### config.mk
export PLATFORM = sky130hd
export DESIGN_NAME = axi_lite_intc
export DESIGN_NICKNAME = d
export VERILOG_FILES = /design/src/rtl/axi_lite_intc_pkg.sv /design/src/rtl/axi_lite_intc_src.sv /design/src/rtl/axi_lite_intc.sv
export SDC_FILE = /design/constraint.sdc
export NUM_CORES = 1
export LEC_CHECK = 0
export ABC_AREA = 1
export BUFFER_PORTS_ARGS = -buffer_cell sky130_fd_sc_hd__buf_2
export CAP_MARGIN = 15
export CELL_PAD_IN_SITES_DETAIL_PLACEMENT = 0
export CELL_PAD_IN_SITES_GLOBAL_PLACEMENT = 1
export CORE_AREA = 2 2 80 67
export CTS_BUF_LIST = sky130_fd_sc_hd__clkbuf_8
export CTS_CLUSTER_SIZE = 25
export DETAILED_ROUTE_END_ITERATION = 6
export DIE_AREA = 0 0 82 69
export GPL_TIMING_DRIVEN = 0
export MAX_ROUTING_LAYER = met4
export PLACE_DENSITY = 0.84
export SLEW_MARGIN = 20
export SYNTH_ARGS = -nofsm -noshare
export SYNTH_HDL_FRONTEND = slang
export SYNTH_SLANG_ARGS = --single-unit
### constraint.sdc
create_clock -name ACLK -period 1.1 [get_ports ACLK]
set_clock_uncertainty 0.2 [all_clocks]
set_input_delay 0.22 -clock ACLK [delete_from_list [all_inputs] [get_ports ACLK]]
set_output_delay 0.22 -clock ACLK [all_outputs]
set_load 0.02 [all_outputs]
### src/rtl/axi_lite_intc_pkg.sv
// axi_lite_intc_pkg
// Shared constants for the AXI4-Lite interrupt controller:
//   - word indices (ADDR[4:2]) of the register map;
//   - AXI response codes;
//   - register data width;
//   - byte-strobe helpers used by the write path.
package axi_lite_intc_pkg;

  localparam int DATA_WIDTH = 32;

  // Word indices (byte offset >> 2)
  localparam logic [2:0] REG_GIE  = 3'd0; // 0x00
  localparam logic [2:0] REG_IER  = 3'd1; // 0x04
  localparam logic [2:0] REG_ISR  = 3'd2; // 0x08
  localparam logic [2:0] REG_IAR  = 3'd3; // 0x0C
  localparam logic [2:0] REG_IPR  = 3'd4; // 0x10
  localparam logic [2:0] REG_MODE = 3'd5; // 0x14
  localparam logic [2:0] REG_POL  = 3'd6; // 0x18

  localparam logic [1:0] RESP_OKAY   = 2'b00;
  localparam logic [1:0] RESP_SLVERR = 2'b10;

  // Expand a 4-bit byte strobe into a 32-bit bit mask.
  function automatic logic [DATA_WIDTH-1:0] strb_mask(input logic [3:0] strb);
    logic [DATA_WIDTH-1:0] m;
    m = 32'h0000_0000;
    for (int b = 0; b < 4; b++) begin
      m[b*8 +: 8] = {8{strb[b]}};
    end
    return m;
  endfunction

endpackage

### src/rtl/axi_lite_intc_src.sv
// axi_lite_intc_src
// One interrupt source: optional two-flop synchroniser, one-cycle delay,
// edge/level event detection and the ISR bit (set has priority over clear).
// Build option: INTC_SYNC_EN adds the synchroniser in front of the detector.
// Ports:
//   clk, rst_n : clock, asynchronous active-low reset
//   intr       : raw source
//   mode       : 1 = edge, 0 = level
//   pol        : 1 = rising/high, 0 = falling/low
//   armed      : edge detection enable (low right after reset release)
//   clr        : acknowledge pulse for this bit
//   isr        : status bit
module axi_lite_intc_src (
  input  logic clk,
  input  logic rst_n,
  input  logic intr,
  input  logic mode,
  input  logic pol,
  input  logic armed,
  input  logic clr,
  output logic isr
);

  logic src_s;
  logic dly_r;
  logic event_s;
  logic isr_r;

`ifdef INTC_SYNC_EN
  logic sync1_r;
  logic sync2_r;

  // Two-flop synchroniser for an asynchronous source.
  always_ff @(posedge clk or negedge rst_n) begin
    if (!rst_n) begin
      sync1_r <= 1'b0;
      sync2_r <= 1'b0;
    end else begin
      sync1_r <= intr;
      sync2_r <= sync1_r;
    end
  end

  assign src_s = sync2_r;
`else
  assign src_s = intr;
`endif

  // Previous-cycle copy of the source for edge detection.
  always_ff @(posedge clk or negedge rst_n) begin
    if (!rst_n) begin
      dly_r <= 1'b0;
    end else begin
      dly_r <= src_s;
    end
  end

  // Event detection; edges are masked until the detector is armed.
  always_comb begin
    event_s = 1'b0;
    if (mode) begin
      if (pol) begin
        event_s = armed & src_s & ~dly_r;
      end else begin
        event_s = armed & ~src_s & dly_r;
      end
    end else begin
      event_s = (src_s == pol);
    end
  end

  // Status bit: a new event beats a simultaneous acknowledge.
  always_ff @(posedge clk or negedge rst_n) begin
    if (!rst_n) begin
      isr_r <= 1'b0;
    end else begin
      isr_r <= event_s | (isr_r & ~clr);
    end
  end

  assign isr = isr_r;

endmodule

### src/rtl/axi_lite_intc.sv
// axi_lite_intc
// AXI4-Lite interrupt controller slave, up to 32 sources, one irq output.
// Registers: GIE 0x00, IER 0x04, ISR 0x08, IAR 0x0C, IPR 0x10, MODE 0x14,
// POL 0x18; offset 0x1C answers SLVERR.
// Build option: INTC_SYNC_EN enables a two-flop synchroniser per source.
// Ports:
//   ACLK, ARESETN    : clock, asynchronous active-low reset
//   intr_in          : raw interrupt sources
//   irq              : interrupt output, active level IRQ_ACTIVE_STATE
//   S_AXI_*          : AXI4-Lite slave (AWPROT/ARPROT ignored)
module axi_lite_intc
  import axi_lite_intc_pkg::*;
#(
  parameter int NUM_INTR         = 1,
  parameter int ADDR_WIDTH       = 5,
  parameter bit IRQ_ACTIVE_STATE = 1'b1
) (
  input  logic                  ACLK,
  input  logic                  ARESETN,
  input  logic [NUM_INTR-1:0]   intr_in,
  output logic                  irq,
  input  logic [ADDR_WIDTH-1:0] S_AXI_AWADDR,
  input  logic [2:0]            S_AXI_AWPROT,
  input  logic                  S_AXI_AWVALID,
  output logic                  S_AXI_AWREADY,
  input  logic [31:0]           S_AXI_WDATA,
  input  logic [3:0]            S_AXI_WSTRB,
  input  logic                  S_AXI_WVALID,
  output logic                  S_AXI_WREADY,
  output logic [1:0]            S_AXI_BRESP,
  output logic                  S_AXI_BVALID,
  input  logic                  S_AXI_BREADY,
  input  logic [ADDR_WIDTH-1:0] S_AXI_ARADDR,
  input  logic [2:0]            S_AXI_ARPROT,
  input  logic                  S_AXI_ARVALID,
  output logic                  S_AXI_ARREADY,
  output logic [31:0]           S_AXI_RDATA,
  output logic [1:0]            S_AXI_RRESP,
  output logic                  S_AXI_RVALID,
  input  logic                  S_AXI_RREADY
);

`ifdef INTC_SYNC_EN
  // Edges stay masked until the synchroniser and delay flop hold real data.
  localparam logic [1:0] ARM_CYCLES = 2'd3;
`else
  localparam logic [1:0] ARM_CYCLES = 2'd1;
`endif

  logic                  gie_r;
  logic [NUM_INTR-1:0]   ier_r;
  logic [NUM_INTR-1:0]   mode_r;
  logic [NUM_INTR-1:0]   pol_r;
  logic [NUM_INTR-1:0]   isr_s;
  logic [NUM_INTR-1:0]   clr_s;
  logic [1:0]            arm_cnt_r;
  logic                  armed_s;

  logic                  awready_r;
  logic                  bvalid_r;
  logic [1:0]            bresp_r;
  logic                  arready_r;
  logic                  rvalid_r;
  logic [1:0]            rresp_r;
  logic [31:0]           rdata_r;
  logic                  irq_r;

  logic                  wr_en_s;
  logic                  rd_en_s;
  logic [2:0]            wr_idx_s;
  logic [2:0]            rd_idx_s;
  logic [31:0]           wmask_s;
  logic [31:0]           wdata_m_s;
  logic [1:0]            wr_resp_s;
  logic [31:0]           rd_data_s;
  logic [1:0]            rd_resp_s;
  logic                  irq_int_s;
  logic                  unused_s;

  assign unused_s  = ^{S_AXI_AWPROT, S_AXI_ARPROT, S_AXI_AWADDR, S_AXI_ARADDR, S_AXI_WDATA};

  assign wr_en_s   = awready_r & S_AXI_AWVALID & S_AXI_WVALID;
  assign rd_en_s   = arready_r & S_AXI_ARVALID;
  assign wr_idx_s  = S_AXI_AWADDR[4:2];
  assign rd_idx_s  = S_AXI_ARADDR[4:2];
  assign wmask_s   = strb_mask(S_AXI_WSTRB);
  assign wdata_m_s = S_AXI_WDATA & wmask_s;
  assign armed_s   = (arm_cnt_r == ARM_CYCLES);

  // Acknowledge pulse, only on the write handshake edge.
  always_comb begin
    clr_s = {NUM_INTR{1'b0}};
    if (wr_en_s && (wr_idx_s == REG_IAR)) begin
      clr_s = wdata_m_s[NUM_INTR-1:0];
    end else begin
      clr_s = {NUM_INTR{1'b0}};
    end
  end

  for (genvar i = 0; i < NUM_INTR; i++) begin : g_src
    axi_lite_intc_src u_src (
      .clk   (ACLK),
      .rst_n (ARESETN),
      .intr  (intr_in[i]),
      .mode  (mode_r[i]),
      .pol   (pol_r[i]),
      .armed (armed_s),
      .clr   (clr_s[i]),
      .isr   (isr_s[i])
    );
  end

  // Counts cycles after reset release until edge detection is trusted.
  always_ff @(posedge ACLK or negedge ARESETN) begin
    if (!ARESETN) begin
      arm_cnt_r <= 2'd0;
    end else if (arm_cnt_r != ARM_CYCLES) begin
      arm_cnt_r <= arm_cnt_r + 2'd1;
    end else begin
      arm_cnt_r <= arm_cnt_r;
    end
  end

  // Write response code by address.
  always_comb begin
    wr_resp_s = RESP_OKAY;
    case (wr_idx_s)
      REG_GIE, REG_IER, REG_ISR, REG_IAR,
      REG_IPR, REG_MODE, REG_POL: wr_resp_s = RESP_OKAY;
      default:                    wr_resp_s = RESP_SLVERR;
    endcase
  end

  // Control registers with per-byte strobes.
  always_ff @(posedge ACLK or negedge ARESETN) begin
    if (!ARESETN) begin
      gie_r  <= 1'b0;
      ier_r  <= {NUM_INTR{1'b0}};
      mode_r <= {NUM_INTR{1'b0}};
      pol_r  <= {NUM_INTR{1'b0}};
    end else if (wr_en_s) begin
      case (wr_idx_s)
        REG_GIE:  gie_r  <= S_AXI_WSTRB[0] ? S_AXI_WDATA[0] : gie_r;
        REG_IER:  ier_r  <= (ier_r  & ~wmask_s[NUM_INTR-1:0]) | wdata_m_s[NUM_INTR-1:0];
        REG_MODE: mode_r <= (mode_r & ~wmask_s[NUM_INTR-1:0]) | wdata_m_s[NUM_INTR-1:0];
        REG_POL:  pol_r  <= (pol_r  & ~wmask_s[NUM_INTR-1:0]) | wdata_m_s[NUM_INTR-1:0];
        default:  gie_r  <= gie_r;
      endcase
    end
  end

  // Write channel: one-cycle AW/W ready pulse, response held until BREADY.
  always_ff @(posedge ACLK or negedge ARESETN) begin
    if (!ARESETN) begin
      awready_r <= 1'b0;
      bvalid_r  <= 1'b0;
      bresp_r   <= RESP_OKAY;
    end else begin
      awready_r <= S_AXI_AWVALID & S_AXI_WVALID & ~awready_r & ~bvalid_r;
      if (wr_en_s) begin
        bvalid_r <= 1'b1;
        bresp_r  <= wr_resp_s;
      end else if (bvalid_r && S_AXI_BREADY) begin
        bvalid_r <= 1'b0;
      end
    end
  end

  // Read data mux; ISR/IPR are sampled before any same-edge write lands.
  always_comb begin
    rd_data_s = 32'h0000_0000;
    rd_resp_s = RESP_OKAY;
    case (rd_idx_s)
      REG_GIE:  rd_data_s[0]            = gie_r;
      REG_IER:  rd_data_s[NUM_INTR-1:0] = ier_r;
      REG_ISR:  rd_data_s[NUM_INTR-1:0] = isr_s;
      REG_IAR:  rd_data_s               = 32'h0000_0000;
      REG_IPR:  rd_data_s[NUM_INTR-1:0] = isr_s & ier_r;
      REG_MODE: rd_data_s[NUM_INTR-1:0] = mode_r;
      REG_POL:  rd_data_s[NUM_INTR-1:0] = pol_r;
      default:  rd_resp_s               = RESP_SLVERR;
    endcase
  end

  // Read channel: one-cycle AR ready pulse, data held until RREADY.
  always_ff @(posedge ACLK or negedge ARESETN) begin
    if (!ARESETN) begin
      arready_r <= 1'b0;
      rvalid_r  <= 1'b0;
      rresp_r   <= RESP_OKAY;
      rdata_r   <= 32'h0000_0000;
    end else begin
      arready_r <= S_AXI_ARVALID & ~arready_r & ~rvalid_r;
      if (rd_en_s) begin
        rvalid_r <= 1'b1;
        rresp_r  <= rd_resp_s;
        rdata_r  <= rd_data_s;
      end else if (rvalid_r && S_AXI_RREADY) begin
        rvalid_r <= 1'b0;
      end
    end
  end

  assign irq_int_s = gie_r & (|(isr_s & ier_r));

  // Registered interrupt output at the configured active level.
  always_ff @(posedge ACLK or negedge ARESETN) begin
    if (!ARESETN) begin
      irq_r <= ~IRQ_ACTIVE_STATE;
    end else begin
      irq_r <= IRQ_ACTIVE_STATE ? irq_int_s : ~irq_int_s;
    end
  end

  assign irq           = irq_r;
  assign S_AXI_AWREADY = awready_r;
  assign S_AXI_WREADY  = awready_r;
  assign S_AXI_BVALID  = bvalid_r;
  assign S_AXI_BRESP   = bresp_r;
  assign S_AXI_ARREADY = arready_r;
  assign S_AXI_RVALID  = rvalid_r;
  assign S_AXI_RRESP   = rresp_r;
  assign S_AXI_RDATA   = rdata_r;

endmodule

==> key figures, run 1 <==
Synthesis
  – Top cell type's share of synthesized area: 40.2%
  – Post-synth cell types: 18
  – Syn_area_per_cell: 8.10 µm²
  – Synth Instances: 123
  – #FFs+latches synth: 16
  – Yosys warnings: 0
  – Share of the yosys chip area belonging to registers: 40.2%
  – Synthesized area: 996 µm²
  – Cell accounting for the most synthesized area: dfrtp_1
  – Top post-synthesis cells by area: dfrtp_1 (40%), buf_4 (26%), nand2_1 (9.4%)

Pwr
  – Leak pwr: 0.868 nW
  – VDD IR max: 0.425 mV
  – Total chip power: 0.00169 W
  – Power Density: 1070 nW/µm²

Run status
  – Failing checks: negative setup slack
  – Status: finished with violations

Layout
  – Final #Nets: 257
  – Layout cell share with drive strength beyond 1: 41.5%
  – Area grow syn2layout: 58.2%
  – Area of the multi-input gates: 460 µm²
  – Register area: 402 µm²
  – Most common cell after layout, fill and taps aside: buf_4
  – Fill count: 502
  – Commonest non-fill, non-tap cells in the layout: buf_4 (40), conb_1 (33), nand2_1 (23)
  – Final cell count without fillers: 258

Global routing
  – First-pass GRT wire length: 3100 µm
  – Pin count of the biggest net entering global routing: 17
  – Gr ovfl total: 0
  – Antenna violations before repair: 1
  – Vias in the first global route: 727
  – Gr usage total: 7.06%

Clock network
  – Clk buf depth: 2
  – Clk_lat worst skew: 0.25 ns
  – Clk sinks: 16
  – CTS Buf Count: 3
  – Root Buffer: clkbuf_8
  – Clk slew on worst S/H paths: 0.07 ns
  – H-tree depth: 1
  – CTS tree: built

Setup path
  – CP Capture Type: primary output
  – CP Data Arrival Time: 0.91 ns
  – Crit-path max FO: 4
  – CP most frequent cell: buf_6
  – Max stage delay on crit path: 0.43 ns
  – Worst reg2reg path depth: 6
  – Crit path kind: reg -> out
  – Slowest CP cell: dfrtp_2
  – Critical Path RT: 0.68 ns
  – CP Launch Type: flop
  – Critical-path cell list: buf_6 > buf_6

Drt
  – WL/cell: 7.96 µm
  – Vias: 854
  – DRT Pass-1 Iters: 4
  – Drt drc: 0
  – Post-route ant nets: 0
  – Via density: 3.31
  – Final WL: 2050 µm
  – Iteration-0 DRC count of the detailed router: 37

Min path
  – Hold Crit Class: in -> reg
  – Worst hold path cell count: 3

Timing
  – Fin crit share: 121%
  – Setup TNS Final: -1.83 ns
  – Min cycle time layout: 1.33 ns
  – Final Worst Setup Slack: -0.234 ns
  – Final setup vio count: 14
  – Fin. max-slew vios: 0
  – RSZ-0062 raised after global routing: true
  – Hold Vio Cnt, Final: 0
  – Fmax: 750 MHz

Placement
  – IO Port Bufs: 24
  – Routability cong.: 0.739
  – Placed instance count: 241
  – Pre-CTS worst setup slack: -0.0891 ns
  – Hpwl dp: 1540 µm

Die
  – Placement Rows: 23
  – Area of the die: 5660 µm²
  – I/O pins: 102
  – Core Region: 4830 µm²
  – Die height: 69 µm
  – Starting density of the core: 20.6%
  – DIE WIDTH: 82 µm

Run
  – Max cap viols: 0
## critical path, delay by kind of cell, from the launching register on
kind / cells / cell delay (ns)
buf+inv: 2 / 0.24
flops: 1 / 0.43
## synth_stat cells, drive strengths merged
cell type and count:
o21ai 9, xnor2 1, nor3 2, ha 1, nor2 8, inv 12, dfrtp 16, a21oi 2
nand3 8, o31ai 2, o211ai 1, conb 1, nand2 25, buf 34, and3 1
## routing by layer
layer,global-route usage [%],vias to the layer above,part of all wire [%]
met3,2.36,2,10
li1,-,466,-
met1,7.98,355,42
met5,-,-,0
met2,11.4,31,47
met4,2.78,0,0.34
## timing repair
| action | 4_1_cts | 5_1_grt |
|---|---|---|
| setup buffers | 5 | 3 |
| pin swaps | 0 | 3 |
| hold buffers | 4 | 0 |
| resized for setup | 24 | 5 |
| setup endpoints to repair | 17 | 20 |
| endpoints found under the hold margin | 19 | 0 |
## per-stage QoR
step / cell area [µm²] / hold WS (ns) / utilization (%)
after floorplan: 1120 / -0.276 / -
after global placement: 1320 / -0.0502 / 27.4
after detailed placement: 1320 / -0.0426 / 27.4
after CTS: 1530 / 0.00584 / 31.6
after global routing: 1580 / 0.0285 / 32.6
final: 1580 / 0.0197 / 32.6
## worst paths after layout
| kind | start | endpoint | slack [ns] |
|---|---|---|---|
| max | S_AXI_AWREADY | S_AXI_WREADY | -0.23 |
| min | S_AXI_ARVALID | S_AXI_ARREADY | 0.02 |
| max reg2reg | S_AXI_AWREADY | flop | -0.18 |
| min reg2reg | S_AXI_BVALID | S_AXI_AWREADY | 0.27 |
| max in group asynchronous | ARESETN | S_AXI_AWREADY | 0.20 |
| min in group asynchronous | ARESETN | S_AXI_RRESP[1] | 0.21 |
## kinds of logic (layout without fill, tap and decap cells)
kind of cell / Yosys count / count (layout) / synth area share (%)
flops: 16 / 16 / 40.2
simple gates: 44 / 44 / 19.3
other cells: 1 / 34 / 0.377
compound gates: 14 / 14 / 7.79
fa+ha+maj: 1 / 1 / 1.26
xor+xnor: 1 / 1 / 0.880
buf+inv: 46 / 86 / 30.1
## final cells by class
type / instances / area share (%)
buffer: 34 / 16.4
clock buffer: 4 / 3.49
antenna: 1 / 0.159
inverter: 12 / 2.86
tap: 62 / 4.92
sequential: 16 / 25.5
multi-input combinational: 93 / 29.2
timing repair buffer: 36 / 17.4
## where the power goes
group	leakage [nW]	switching [W]	internal, W
registers	0.203	0.0000336	0.000631
clock network	0.0288	0.000197	0.000317
logic	0.636	0.000267	0.000240
Note: power is estimated with default switching activity, not from simulation.
==> run 2: changes to the inputs <==
--- a/config.mk
+++ b/config.mk
@@ -10,14 +10,15 @@
 export CAP_MARGIN = 15
 export CELL_PAD_IN_SITES_DETAIL_PLACEMENT = 0
 export CELL_PAD_IN_SITES_GLOBAL_PLACEMENT = 1
-export CORE_AREA = 2 2 80 67
+export CORE_AREA = 2 2 77 64
 export CTS_BUF_LIST = sky130_fd_sc_hd__clkbuf_8
 export CTS_CLUSTER_SIZE = 25
 export DETAILED_ROUTE_END_ITERATION = 6
-export DIE_AREA = 0 0 82 69
+export DIE_AREA = 0 0 79 66
 export GPL_TIMING_DRIVEN = 0
 export MAX_ROUTING_LAYER = met4
-export PLACE_DENSITY = 0.84
+export PLACE_DENSITY = 0.87
+export SETUP_SLACK_MARGIN = 0.1
 export SLEW_MARGIN = 20
 export SYNTH_ARGS = -nofsm -noshare
 export SYNTH_HDL_FRONTEND = slang
==> constraint.sdc (replaced) <==
create_clock -name ACLK -period 1.4 [get_ports ACLK]
set_clock_uncertainty 0.2 [all_clocks]
set_input_delay 0.28 -clock ACLK [delete_from_list [all_inputs] [get_ports ACLK]]
set_output_delay 0.28 -clock ACLK [all_outputs]
set_load 0.02 [all_outputs]
==> run 2 against run 1 <==
Net effect: the flow now finishes without violations; core utilization down 0.62 points; setup slack improved by 0.27 ns; routed wire length fell by 11%; non-clock buffer count decreased by 8; sequential power decreased by 22%; critical path depth stayed put; global-route usage is essentially flat; critical path type unchanged; largest power group unchanged; highest routed layer is now met3.
==> key figures, run 2 (synthesized netlist as in run 1, its figures left out) <==
Run status
  – Status: completed (was finished with violations)

Layout
  – Commonest non-fill, non-tap cells in the layout: buf_4 (35), conb_1 (33), nand2_1 (25) (was buf_4 (40), conb_1 (33), nand2_1 (23))
  – Area grow syn2layout: 43.1% (was 58.2%)
  – Register area: 400 µm² (was 402 µm²)
  – Fill count: 479 (was 502)
  – Layout cell share with drive strength beyond 1: 35.3% (was 41.5%)
  – Area of the multi-input gates: 423 µm² (was 460 µm²)
  – Number of diodes: 0 (was 1)
  – Most common cell after layout, fill and taps aside: buf_4 (unchanged)
  – Final #Nets: 249 (was 257)

Die
  – Core Region: 4460 µm² (was 4830 µm²)
  – I/O pins: 102 (unchanged)
  – Area of the die: 5210 µm² (was 5660 µm²)
  – Die height: 66 µm (was 69 µm)
  – Placement Rows: 22 (was 23)
  – DIE WIDTH: 79 µm (was 82 µm)
  – Starting density of the core: 22.3% (was 20.6%)

Timing
  – Min cycle time layout: 1.36 ns
  – Final setup vio count: 0 (was 14)
  – Hold Vio Cnt, Final: 0 (unchanged)
  – Fin. max-slew vios: 0 (unchanged)
  – RSZ-0062 raised after global routing: true (unchanged)
  – Fmax: 734 MHz
  – Setup TNS Final: 0 ns (was -1.83 ns)
  – Fin crit share: 97.3%

Setup path
  – CP Capture Type: primary output (unchanged)
  – Crit path from: S_AXI_AWREADY (unchanged)
  – Crit path kind: reg -> out (unchanged)
  – CP Launch Type: flop (unchanged)
  – Critical Path RT: 0.92 ns (was 0.68 ns)
  – Crit-path max FO: 3 (was 4)
  – Worst r2r src: S_AXI_AWREADY (unchanged)
  – CP Data Arrival Time: 0.88 ns (was 0.91 ns)
  – CP Capture Point: S_AXI_WREADY (unchanged)
  – R2R setup slack: 0.10 ns (was -0.18 ns)
  – Worst reg2reg path depth: 6 (unchanged)

Global routing
  – Pin count of the biggest net entering global routing: 17 (unchanged)
  – Gr usage total: 7.07% (was 7.06%)
  – First-pass GRT wire length: 2840 µm (was 3100 µm)
  – Antenna violations before repair: 0 (was 1)
  – Gr ovfl total: 0 (unchanged)
  – Vias in the first global route: 666 (was 727)

Clock network
  – Root Buffer: clkbuf_8 (unchanged)
  – CTS tree: built (unchanged)
  – Clk_lat worst skew: 0.25 ns (about the same)
  – Clk buf depth: 2 (unchanged)
  – H-tree depth: 1 (unchanged)
  – Clk sinks: 16 (unchanged)
  – CTS Buf Count: 3 (unchanged)
  – Clk slew on worst S/H paths: 0.06 ns (was 0.07 ns)

Run
  – Max cap viols: 0 (unchanged)

Placement
  – Hpwl dp: 1470 µm (was 1540 µm)
  – IO Port Bufs: 24 (unchanged)
  – Routability cong.: 0.770 (was 0.739)

Drt
  – WL/cell: 7.36 µm (was 7.96 µm)
  – Vias: 837 (was 854)
  – DRT Pass-1 Iters: 4 (unchanged)
  – Drt drc: 0 (unchanged)
  – Final WL: 1820 µm (was 2050 µm)
  – Iteration-0 DRC count of the detailed router: 18 (was 37)
  – Via density: 3.39 (was 3.31)
  – Post-route ant nets: 0 (unchanged)

Pwr
  – Combinational share of power: 26.6% (was 30.1%)
  – Total chip power: 0.00125 W (was 0.00169 W)
  – Clock power share: 32.3% (was 30.5%)
  – Int Pwr: 0.000881 W (was 0.00119 W)
  – VDD IR max: 0.293 mV (was 0.425 mV)
  – Power Density: 880 nW/µm² (was 1070 nW/µm²)
  – Leak pwr: 0.817 nW (was 0.868 nW)
  – Net Sw Frac: 29.7% (was 29.5%)
  – Net Sw Power: 0.000372 W (was 0.000497 W)
  – Seq pwr share: 41.1% (was 39.4%)

Min path
  – Hold Crit Class: in -> reg (unchanged)
  – Hold path startpoint: S_AXI_RREADY (was S_AXI_ARVALID)
run 2: cell count changes in the layout (fill, tap and decap cells not counted), moves of 2 or more:
cell / change
buf_6: -7
buf_4: -5
o21ai_0: +3
nand2_2: -2
nand3_2: -3
nand3_1: +3
o21ai_1: -3
buf_2: +6
dlygate4sd3_1: -2
nand2_1: +2
run 2: worst min-delay path by stage:
| stage | endpoint | cells past startpoint |
|---|---|---|
| finish | S_AXI_RVALID | 2 |
| global route | S_AXI_RVALID | 2 |
| CTS | S_AXI_RVALID | 2 |
| detailed placement | S_AXI_AWREADY | 1 |
| global placement | S_AXI_RRESP[1] | 1 |
| floorplan | S_AXI_ARREADY | 0 |
run 2: layer usage:
| metal | routed length, µm | GRT usage (%) |
|---|---|---|
| met1 | 798 | 8.50 |
| met4 | 0 | 2.59 |
| met3 | 162 | 2.32 |
| met5 | 0 | - |
| met2 | 857 | 11.1 |
run 2: power by group through the flow:
stage / combinational [W] / clock [W] / sequential [W]
after floorplan: 0.000207 / 0 / 0.000553
after global placement: 0.000308 / 0 / 0.000525
after detailed placement: 0.000310 / 0 / 0.000527
after CTS: 0.000329 / 0.000421 / 0.000516
after global routing: 0.000365 / 0.000439 / 0.000519
final: 0.000333 / 0.000405 / 0.000516
run 2: through the flow:
step	utilization [%]	hold WS (ns)	cell area, µm²	std cells	setup WS (ns)
after global routing	32.0	0.0261	1430	247	-0.00894
after floorplan	-	-0.216	1120	155	0.119
after global placement	29.4	0.00390	1310	239	0.192
after CTS	31.6	0.0200	1410	247	0.0369
after detailed placement	29.4	0.0139	1310	239	0.167
final	32.0	0.0240	1430	247	0.0375
run 2: area by class of cell:
type	count	share of cell area (%)
multi-input cells	93	29.7
flip-flops and latches	16	28.1
plain buffers	34	18.2
repair buffers	28	11.8
well taps	60	5.27
clock buffers	4	3.86
inverters	12	3.16
run 2: critical path, stage by stage (launching register included):
cell	delay [ns]
dfrtp_1	0.40
buf_6	0.12
buf_6	0.12
run 2: repair_timing:
action,4_1_cts,5_1_grt
gates resized for setup,3,3
hold endpoints to repair,17,0
endpoints found under the setup margin,3,8
setup buffers,2,0
hold buffers,2,0
pin swaps,0,1
